--- config.mk ---
export PLATFORM = sky130hd
export DESIGN_NAME = multicycle_control
export DESIGN_NICKNAME = d
export VERILOG_FILES = /design/src/rtl/multicycle_control.sv
export SDC_FILE = /design/constraint.sdc
export NUM_CORES = 1
export LEC_CHECK = 0
export ABC_CLOCK_PERIOD_IN_PS = 1600
export BUFFER_PORTS_ARGS = -buffer_cell sky130_fd_sc_hd__buf_2
export CAP_MARGIN = 15
export CORE_ASPECT_RATIO = 1.25
export CORE_MARGIN = 1.5
export CORE_UTILIZATION = 44
export CTS_BUF_LIST = sky130_fd_sc_hd__clkbuf_4 sky130_fd_sc_hd__clkbuf_8 sky130_fd_sc_hd__clkbuf_16
export DETAILED_ROUTE_END_ITERATION = 8
export HOLD_SLACK_MARGIN = 0.03
export PLACE_DENSITY = 0.72
export SLEW_MARGIN = 20
export SYNTH_ARGS = -nofsm -noshare
export SYNTH_HDL_FRONTEND = slang
export SYNTH_SLANG_ARGS = --single-unit
--- constraint.sdc ---
create_clock -name clk -period 1.6 [get_ports clk]
set_input_delay 0.32 -clock clk [delete_from_list [all_inputs] [get_ports clk]]
set_output_delay 0.32 -clock clk [all_outputs]
set_load 0.05 [all_outputs]
--- src/rtl/multicycle_control.sv ---
// Moore control FSM for a multicycle MIPS-style datapath, with retire counting and illegal-op flag.
// Outputs follow the registered state (0 cycles); en=0 stalls the FSM and masks all write/enable strobes.
module multicycle_control (
  input  logic        clk,
  input  logic        rst,
  input  logic        en,
  input  logic [5:0]  op,
  input  logic [5:0]  funct,
  input  logic        zero,
  output logic        pc_en,
  output logic        Branch,
  output logic        ir_write,
  output logic        i_or_d,
  output logic        alu_src_a,
  output logic [1:0]  alu_src_b,
  output logic [3:0]  alu_op,
  output logic        RegDst,
  output logic        regWrite,
  output logic        MemToReg,
  output logic        MemWrite,
  output logic        MemRead,
  output logic [3:0]  state,
  output logic        retire,
  output logic [15:0] retired_cnt,
  output logic        illegal
);

  typedef enum logic [3:0] {
    S_FETCH  = 4'd0,
    S_DECODE = 4'd1,
    S_MEMADR = 4'd2,
    S_MEMRD  = 4'd3,
    S_MEMWB  = 4'd4,
    S_MEMWR  = 4'd5,
    S_EXEC   = 4'd6,
    S_ALUWB  = 4'd7,
    S_BRANCH = 4'd8,
    S_ADDIEX = 4'd9,
    S_ADDIWB = 4'd10
  } state_t;

  localparam logic [5:0] OP_RTYPE = 6'b000000;
  localparam logic [5:0] OP_LW    = 6'b100011;
  localparam logic [5:0] OP_SW    = 6'b101011;
  localparam logic [5:0] OP_BEQ   = 6'b000100;
  localparam logic [5:0] OP_ADDI  = 6'b001000;

  localparam logic [3:0] ALU_AND = 4'b0000;
  localparam logic [3:0] ALU_OR  = 4'b0001;
  localparam logic [3:0] ALU_ADD = 4'b0010;
  localparam logic [3:0] ALU_SUB = 4'b0110;
  localparam logic [3:0] ALU_SLT = 4'b0111;

  state_t     cur_state;
  state_t     nxt_state;
  logic       funct_ok;
  logic [3:0] funct_alu;
  logic       op_legal;
  logic       dec_illegal;

  always_comb begin
    funct_ok  = 1'b1;
    funct_alu = ALU_ADD;
    case (funct)
      6'b100000: funct_alu = ALU_ADD;
      6'b100010: funct_alu = ALU_SUB;
      6'b100100: funct_alu = ALU_AND;
      6'b100101: funct_alu = ALU_OR;
      6'b101010: funct_alu = ALU_SLT;
      default:   funct_ok  = 1'b0;
    endcase
  end

  assign op_legal    = (op == OP_LW) || (op == OP_SW) || (op == OP_BEQ) ||
                       (op == OP_ADDI) || ((op == OP_RTYPE) && funct_ok);
  assign dec_illegal = (cur_state == S_DECODE) && !op_legal;

  always_comb begin
    nxt_state = S_FETCH;
    case (cur_state)
      S_FETCH:  nxt_state = S_DECODE;
      S_DECODE: begin
        if (!op_legal)                       nxt_state = S_FETCH;
        else if (op == OP_LW || op == OP_SW) nxt_state = S_MEMADR;
        else if (op == OP_RTYPE)             nxt_state = S_EXEC;
        else if (op == OP_BEQ)               nxt_state = S_BRANCH;
        else                                 nxt_state = S_ADDIEX;
      end
      S_MEMADR: nxt_state = (op == OP_SW) ? S_MEMWR : S_MEMRD;
      S_MEMRD:  nxt_state = S_MEMWB;
      S_EXEC:   nxt_state = S_ALUWB;
      S_ADDIEX: nxt_state = S_ADDIWB;
      default:  nxt_state = S_FETCH;
    endcase
  end

  // State, counter and sticky flag all freeze together while stalled.
  always_ff @(posedge clk or negedge rst) begin
    if (!rst) begin
      cur_state   <= S_FETCH;
      retired_cnt <= 16'd0;
      illegal     <= 1'b0;
    end else if (en) begin
      cur_state <= nxt_state;
      if (retire)      retired_cnt <= retired_cnt + 16'd1;
      if (dec_illegal) illegal     <= 1'b1;
    end
  end

  assign state = cur_state;

  always_comb begin
    pc_en     = 1'b0;
    Branch    = 1'b0;
    ir_write  = 1'b0;
    i_or_d    = 1'b0;
    alu_src_a = 1'b0;
    alu_src_b = 2'b00;
    alu_op    = ALU_AND;
    RegDst    = 1'b0;
    regWrite  = 1'b0;
    MemToReg  = 1'b0;
    MemWrite  = 1'b0;
    MemRead   = 1'b0;
    retire    = 1'b0;
    case (cur_state)
      S_FETCH: begin
        MemRead   = 1'b1;
        ir_write  = 1'b1;
        pc_en     = 1'b1;
        alu_src_b = 2'b01;
        alu_op    = ALU_ADD;
      end
      S_DECODE: begin
        alu_src_b = 2'b11;
        alu_op    = ALU_ADD;
      end
      S_MEMADR, S_ADDIEX: begin
        alu_src_a = 1'b1;
        alu_src_b = 2'b10;
        alu_op    = ALU_ADD;
      end
      S_MEMRD: begin
        MemRead   = 1'b1;
        i_or_d    = 1'b1;
        alu_src_a = 1'b1;
        alu_src_b = 2'b10;
        alu_op    = ALU_ADD;
      end
      S_MEMWB: begin
        regWrite = 1'b1;
        MemToReg = 1'b1;
        retire   = 1'b1;
      end
      S_MEMWR: begin
        MemWrite  = 1'b1;
        i_or_d    = 1'b1;
        alu_src_a = 1'b1;
        alu_src_b = 2'b10;
        alu_op    = ALU_ADD;
        retire    = 1'b1;
      end
      S_EXEC: begin
        alu_src_a = 1'b1;
        alu_op    = funct_alu;
      end
      S_ALUWB: begin
        alu_src_a = 1'b1;
        alu_op    = funct_alu;
        regWrite  = 1'b1;
        RegDst    = 1'b1;
        retire    = 1'b1;
      end
      S_BRANCH: begin
        alu_src_a = 1'b1;
        alu_op    = ALU_SUB;
        Branch    = zero;
        pc_en     = zero;
        retire    = 1'b1;
      end
      S_ADDIWB: begin
        alu_src_a = 1'b1;
        alu_src_b = 2'b10;
        alu_op    = ALU_ADD;
        regWrite  = 1'b1;
        retire    = 1'b1;
      end
      default: ;
    endcase

    if (!en) begin
      pc_en    = 1'b0;
      ir_write = 1'b0;
      regWrite = 1'b0;
      MemWrite = 1'b0;
      MemRead  = 1'b0;
      retire   = 1'b0;
    end

    // Reset blanks every decoded output immediately, not on the next edge.
    if (!rst) begin
      pc_en     = 1'b0;
      Branch    = 1'b0;
      ir_write  = 1'b0;
      i_or_d    = 1'b0;
      alu_src_a = 1'b0;
      alu_src_b = 2'b00;
      alu_op    = ALU_AND;
      RegDst    = 1'b0;
      regWrite  = 1'b0;
      MemToReg  = 1'b0;
      MemWrite  = 1'b0;
      MemRead   = 1'b0;
      retire    = 1'b0;
    end
  end

endmodule

After elaboration in Yosys (flattened, before gate mapping)
Cells that the tools add are included.
{ "totals": {"out_inout_bits": 38, "wordCells": 83, "ff_bits": 21, "in_bits": 16} }
{ "classes": {"n_reduce_logical": 20, "add_sub_neg": 1, "n_mux": 40, "eq_ne": 19} }
{ "op_table": {"columns": ["operator", "count"], "rows": [
  ["$eq A6 B6 Y1 const B", 7],
  ["$mux W1", 29],
  ["$pmux W4 S6", 1],
  ["$add A16 B1 Y16 const B", 1],
  ["$eq A4 B3 Y1 const B", 4],
  ["$mux W4", 4],
  ["$reduce_or A5 Y1", 3],
  ["$eq A4 B4 Y1 const B", 3],
  ["$pmux W3 S4", 1],
  ["$pmux W4 S3", 1],
  ["$eq A4 B2 Y1 const B", 2],
  ["$reduce_or A8 Y1", 1],
  ["$reduce_or A7 Y1", 1],
  ["$eq A6 B3 Y1 const B", 1],
  ["$eq A6 B4 Y1 const B", 1],
  ["$logic_not A6 Y1", 1],
  ["$pmux W2 S3", 1],
  ["$reduce_or A2 Y1", 3],
  ["$eq A4 B1 Y1 const B", 1],
  ["$logic_not A4 Y1", 1],
  ["$logic_or A1 B1 Y1", 4],
  ["$reduce_and A2 Y1", 2],
  ["$mux W3", 1],
  ["$reduce_or A3 Y1", 1],
  ["other kinds (4)", 5]
]} }

Longest topological paths before layout
{ "logic_depth": {"word_depth": 8, "ltp_mapped": 6, "ltp_nobuf": 4} }

Worst setup path after synthesis
No wires, ideal clock.
{ "synth_timing": {"path_type": "register -> output", "from": "reg cur_state[1], in the netlist state[1]", "to": "out pc_en", "setup_slack_ns": -2.287, "required_ns": 1.280, "arrival_time_ns": 3.567, "path_buffers": 1, "stages_incl_launch_ff": 5, "cell_sequence": "dfrtp_1 clkbuf_1 nor2_1 nand2_1 a2111oi_0"} }
{ "synth_via": {"elab_chain_len": 4, "elab_cells_between_ends": 5} }
{ "synth_rtl": {"columns": ["item", "line", "rtl"], "rows": [
  ["start, declared", "54", "state_t cur_state;"],
  ["start signal, assigned", "104", "cur_state <= nxt_state;"],
  ["$eq A4 B4 Y1 / $logic_not A4 Y1 (equally long branches)", "126", "case (cur_state)"],
  ["$pmux W1 S2 (*)", "126", null],
  ["$mux W1 (*)", "191", "if (!en) begin"],
  ["$mux W1 (*)", "201", "if (!rst) begin"],
  ["end, declared", "10", "output logic pc_en,"]
]} }
Mark *: on every way between the ends. The rest lies on a longest branch, timed or not.

Worst setup path after layout
{ "layout_timing": {"from": "reg cur_state[0], in the netlist state[0]", "to": "out alu_src_a"} }
{ "layout_via": {"elab_chain_len": 4, "elab_cells_between_ends": 11} }
{ "layout_rtl": {"columns": ["item", "line", "rtl"], "rows": [
  ["$eq A4 B4 Y1, or another cell as far along", "126", null],
  ["$reduce_or A8 Y1 (no source line) (*)", null, null],
  ["$mux W1 (*)", "126", null],
  ["$mux W1 (*)", "201", null],
  ["end, declared", "14", "output logic alu_src_a,"]
]} }
Marked as above.

==> flow_metrics.env <==
export IMPL_clkSlewWorstSetupHoldPaths_ns=0.08
export IMPL_drt_first_pass_iters=4
export IMPL_synth_top_area_share_pct=36.2
export IMPL_mostFrequentLayoutCell="buf_4"
export IMPL_syn_area_sq_um=1450
export IMPL_ir_worst_vdd_v=0.000575
export IMPL_dp_cells=275
export IMPL_htree_levels=1
export IMPL_cts_num_sinks=21
export IMPL_synth_cell_type_count=52
export IMPL_drv_cap=0
export IMPL_cp_cell_sequence="buf_6, o211ai_1, o21ai_2, a21boi_4, buf_6"
export IMPL_timing_setup_tns_ns=-4.73
export IMPL_antenna_found_initial=0
export IMPL_finalNonFillerCells=293
export IMPL_tritoncts="built"
export IMPL_synth_net_count=174
export IMPL_status="complete, but fails checks"
export IMPL_clk_latency_ns=0.26
export IMPL_nNetsFinal=274
export IMPL_die_area_sq_um=3650
export IMPL_crit_buf_inv=2
export IMPL_power_frac_comb_pct=51.5
export IMPL_cts_root_buf="clkbuf_8"
export IMPL_first_iter_violations=44
export IMPL_fin_crit_sh_pct=118
export IMPL_clock_path_buffers=2
export IMPL_post_route_util_pct=87.4
export IMPL_synth_main_ff_cell="dfrtp_1"
export IMPL_worstPathArrival_ns=1.57
export IMPL_r2r_end="state[2]"
export IMPL_p_int_uw=1230
export IMPL_vias=1742
export IMPL_dieHeight_um=67.2
export IMPL_dp_hpwl_um=3450
export IMPL_grt_max_degree=22
export IMPL_critical_path_top_delay_family="flip-flops"
export IMPL_cellLeakagePower_uw=0.00140
export IMPL_drc_errors=0
export IMPL_critPathKind="register to output port"
export IMPL_initial_utilization_pct=45.8
export IMPL_wire_per_inst_um=18.9
export IMPL_syn_avg_cell_area_sq_um=9.24
export IMPL_async_flop_share_pct=100
export IMPL_core_area_sq_um=3170
export IMPL_routed_wl_um=5530
export IMPL_portBuffers=52
export IMPL_seq_area_frac_synth_pct=36.2
export IMPL_row_count=23
export IMPL_drive_gt1_share_pct=65.2
export IMPL_p_per_area_nw_per_um2=750
export IMPL_hold_violations=0
export IMPL_place_area_sq_um=2220
export IMPL_grt_overflow=0
export IMPL_maxSlewViolCount=0
export IMPL_diodes=0
export IMPL_rsz0062_at_grt="yes"
export IMPL_globalRouteTotalUtil_pct=28.5
export IMPL_crit_path_end_kind="output port"
export IMPL_viasPerCell=5.95
export IMPL_cts_buffers=3
export IMPL_synthCells=157
export IMPL_clock_fmax_mhz=528
export IMPL_skew_ns=0.00456
export IMPL_hp_class="input port to async pin"
export IMPL_setup_violations=29
export IMPL_crit_path_max_incr_delay_ns=0.55
export IMPL_fin_crit_ns=1.89
export IMPL_final_cell_mix="35 x buf_4, 33 x buf_2, 27 x buf_6"
export IMPL_ys_warn_count=0
export IMPL_gp_congestion=0.840
export IMPL_r2r_setup_slack_ns=-0.20
export IMPL_critPathRequiredTime_ns=1.28
export IMPL_top_level_ports=54
export IMPL_die_x_um=54.4
export IMPL_pwr_share_clk_pct=17.9
export IMPL_area_delta_synth_final_pct=90.7
export IMPL_cp_slowest_cell="dfrtp_4"
export IMPL_grt_pass1_vias=1709
export IMPL_p_switching_uw=840
export IMPL_power_frac_seq_pct=30.6
export IMPL_critPathLaunchType="register"
export IMPL_synth_edf_count=0
export IMPL_setup_slack_ns=-0.295
export IMPL_synth_area_leader_cell="dfrtp_1"
export IMPL_ys_ff_latch=21
export IMPL_cp_max_fo=6
export IMPL_reg2reg_depth=4
export IMPL_switching_share_pct=40.5
export IMPL_fin_area_sq_um=2770
export IMPL_r2r_start="state[3]"
export IMPL_drt_antenna_violating_nets=0
export IMPL_ys_top_cells_by_area="dfrtp_1 36%, xor2_1 6.6%, xnor2_1 3.6%, nor3_1 3.1%, nor2b_1 3.0%"
export IMPL_crit_top_cell="buf_6"
export IMPL_cp_depth=5
export IMPL_violations="negative setup slack"
export IMPL_grt_pass1_wl_um=7660
[flip-flops by register name, indices dropped and copies added (netlist names)]
name and count:
state 4, illegal 1, retired_cnt 16
[cells by family after synthesis]
group,share of synthesized area (%)
simple gates,30.1
compound gates,15.4
flops,36.2
xor+xnor,10.3
buf+inv,4.66
mux,2.16
fa+ha+maj,0.863
other cells,0.259
[repair_timing]
action | in CTS | in global routing
hold buffers | 0 | 0
buffers inserted | 7 | 8
hold endpoints to repair | 0 | 0
gates resized for setup | 70 | 31
endpoints found under the setup margin | 24 | 33
pin swaps | 18 | 23
[area by class of cell]
cell class | count | area [sq um]
Multi-Input combinational cell | 122 | 1240
Inverter | 4 | 15.0
Timing Repair Buffer | 105 | 877
Tap cell | 37 | 46.3
Clock buffer | 4 | 48.8
Fill cell | 150 | 400
Sequential cell | 21 | 533
[worst register-to-register path: cells and delay by family (launching register included)]
| kind | cells | cell delay [ns] |
|---|---|---|
| AND/OR/NAND/NOR | 2 | 0.81 |
| AO/OA/AOI/OAI | 1 | 0.28 |
| buffers and inverters | 1 | 0.12 |
| flip-flops | 1 | 0.49 |
[metal layers]
| metal | wire [um] | GRT usage [%] | up-vias | share of wire [%] |
|---|---|---|---|---|
| li1 | - | - | 777 | - |
| met1 | 2040 | 31.4 | 865 | 37 |
| met2 | 3050 | 53.0 | 80 | 55 |
| met3 | 263 | 3.10 | 20 | 4.8 |
| met4 | 184 | 12.2 | 0 | 3.3 |
| met5 | 0 | 0 | - | 0 |
[synthesized netlist by cell type, types with 2 or more instances]
cell and count:
dfrtp_1 21, nand2_1 11, xor2_1 11, nor3_1 9, nor2b_1 7, nand3_1 6, nor2_1 6, xnor2_1 6
and3_1 5, clkbuf_1 5, nand4_1 5, a21oi_1 4, inv_1 4, nand2b_1 3, nor3b_1 3, nor4_2 3
o21ai_0 3, a2111oi_0 2, a211oi_1 2, a311oi_1 2, and2_1 2, buf_2 2, mux2i_1 2, nor4_1 2
nor4b_2 2, o22a_1 2, o31ai_1 2
[metrics by stage]
stage | setup WS, ns | hold WS, ns | power (uW)
after floorplan | -0.286 | 0.0244 | 1190
after global placement | -0.0767 | 0.419 | 1410
after detailed placement | -0.110 | 0.421 | 1430
after CTS | -0.262 | 0.146 | 1920
after global routing | -0.334 | 0.165 | 2160
final | -0.295 | 0.144 | 2070
[power groups by stage]
stage / registers [uW] / logic [uW] / clock network (uW)
final: 636 / 1070 / 372
after global routing: 645 / 1120 / 397
after CTS: 628 / 929 / 366
after detailed placement: 643 / 787 / 0
after global placement: 639 / 768 / 0
after floorplan: 761 / 426 / 0
[worst max-delay path by stage]
stage | from | endpoint | slack (ns)
2_1_floorplan | state[2] | MemRead | -0.29
3_3_place_gp | op[0] | state[2] | -0.08
3_5_place_dp | op[0] | state[1] | -0.11
4_1_cts | state[1] | MemRead | -0.26
5_1_grt | state[0] | alu_src_a | -0.33
6_report | state[0] | alu_src_a | -0.29
Power figures use the tool's default switching activity.
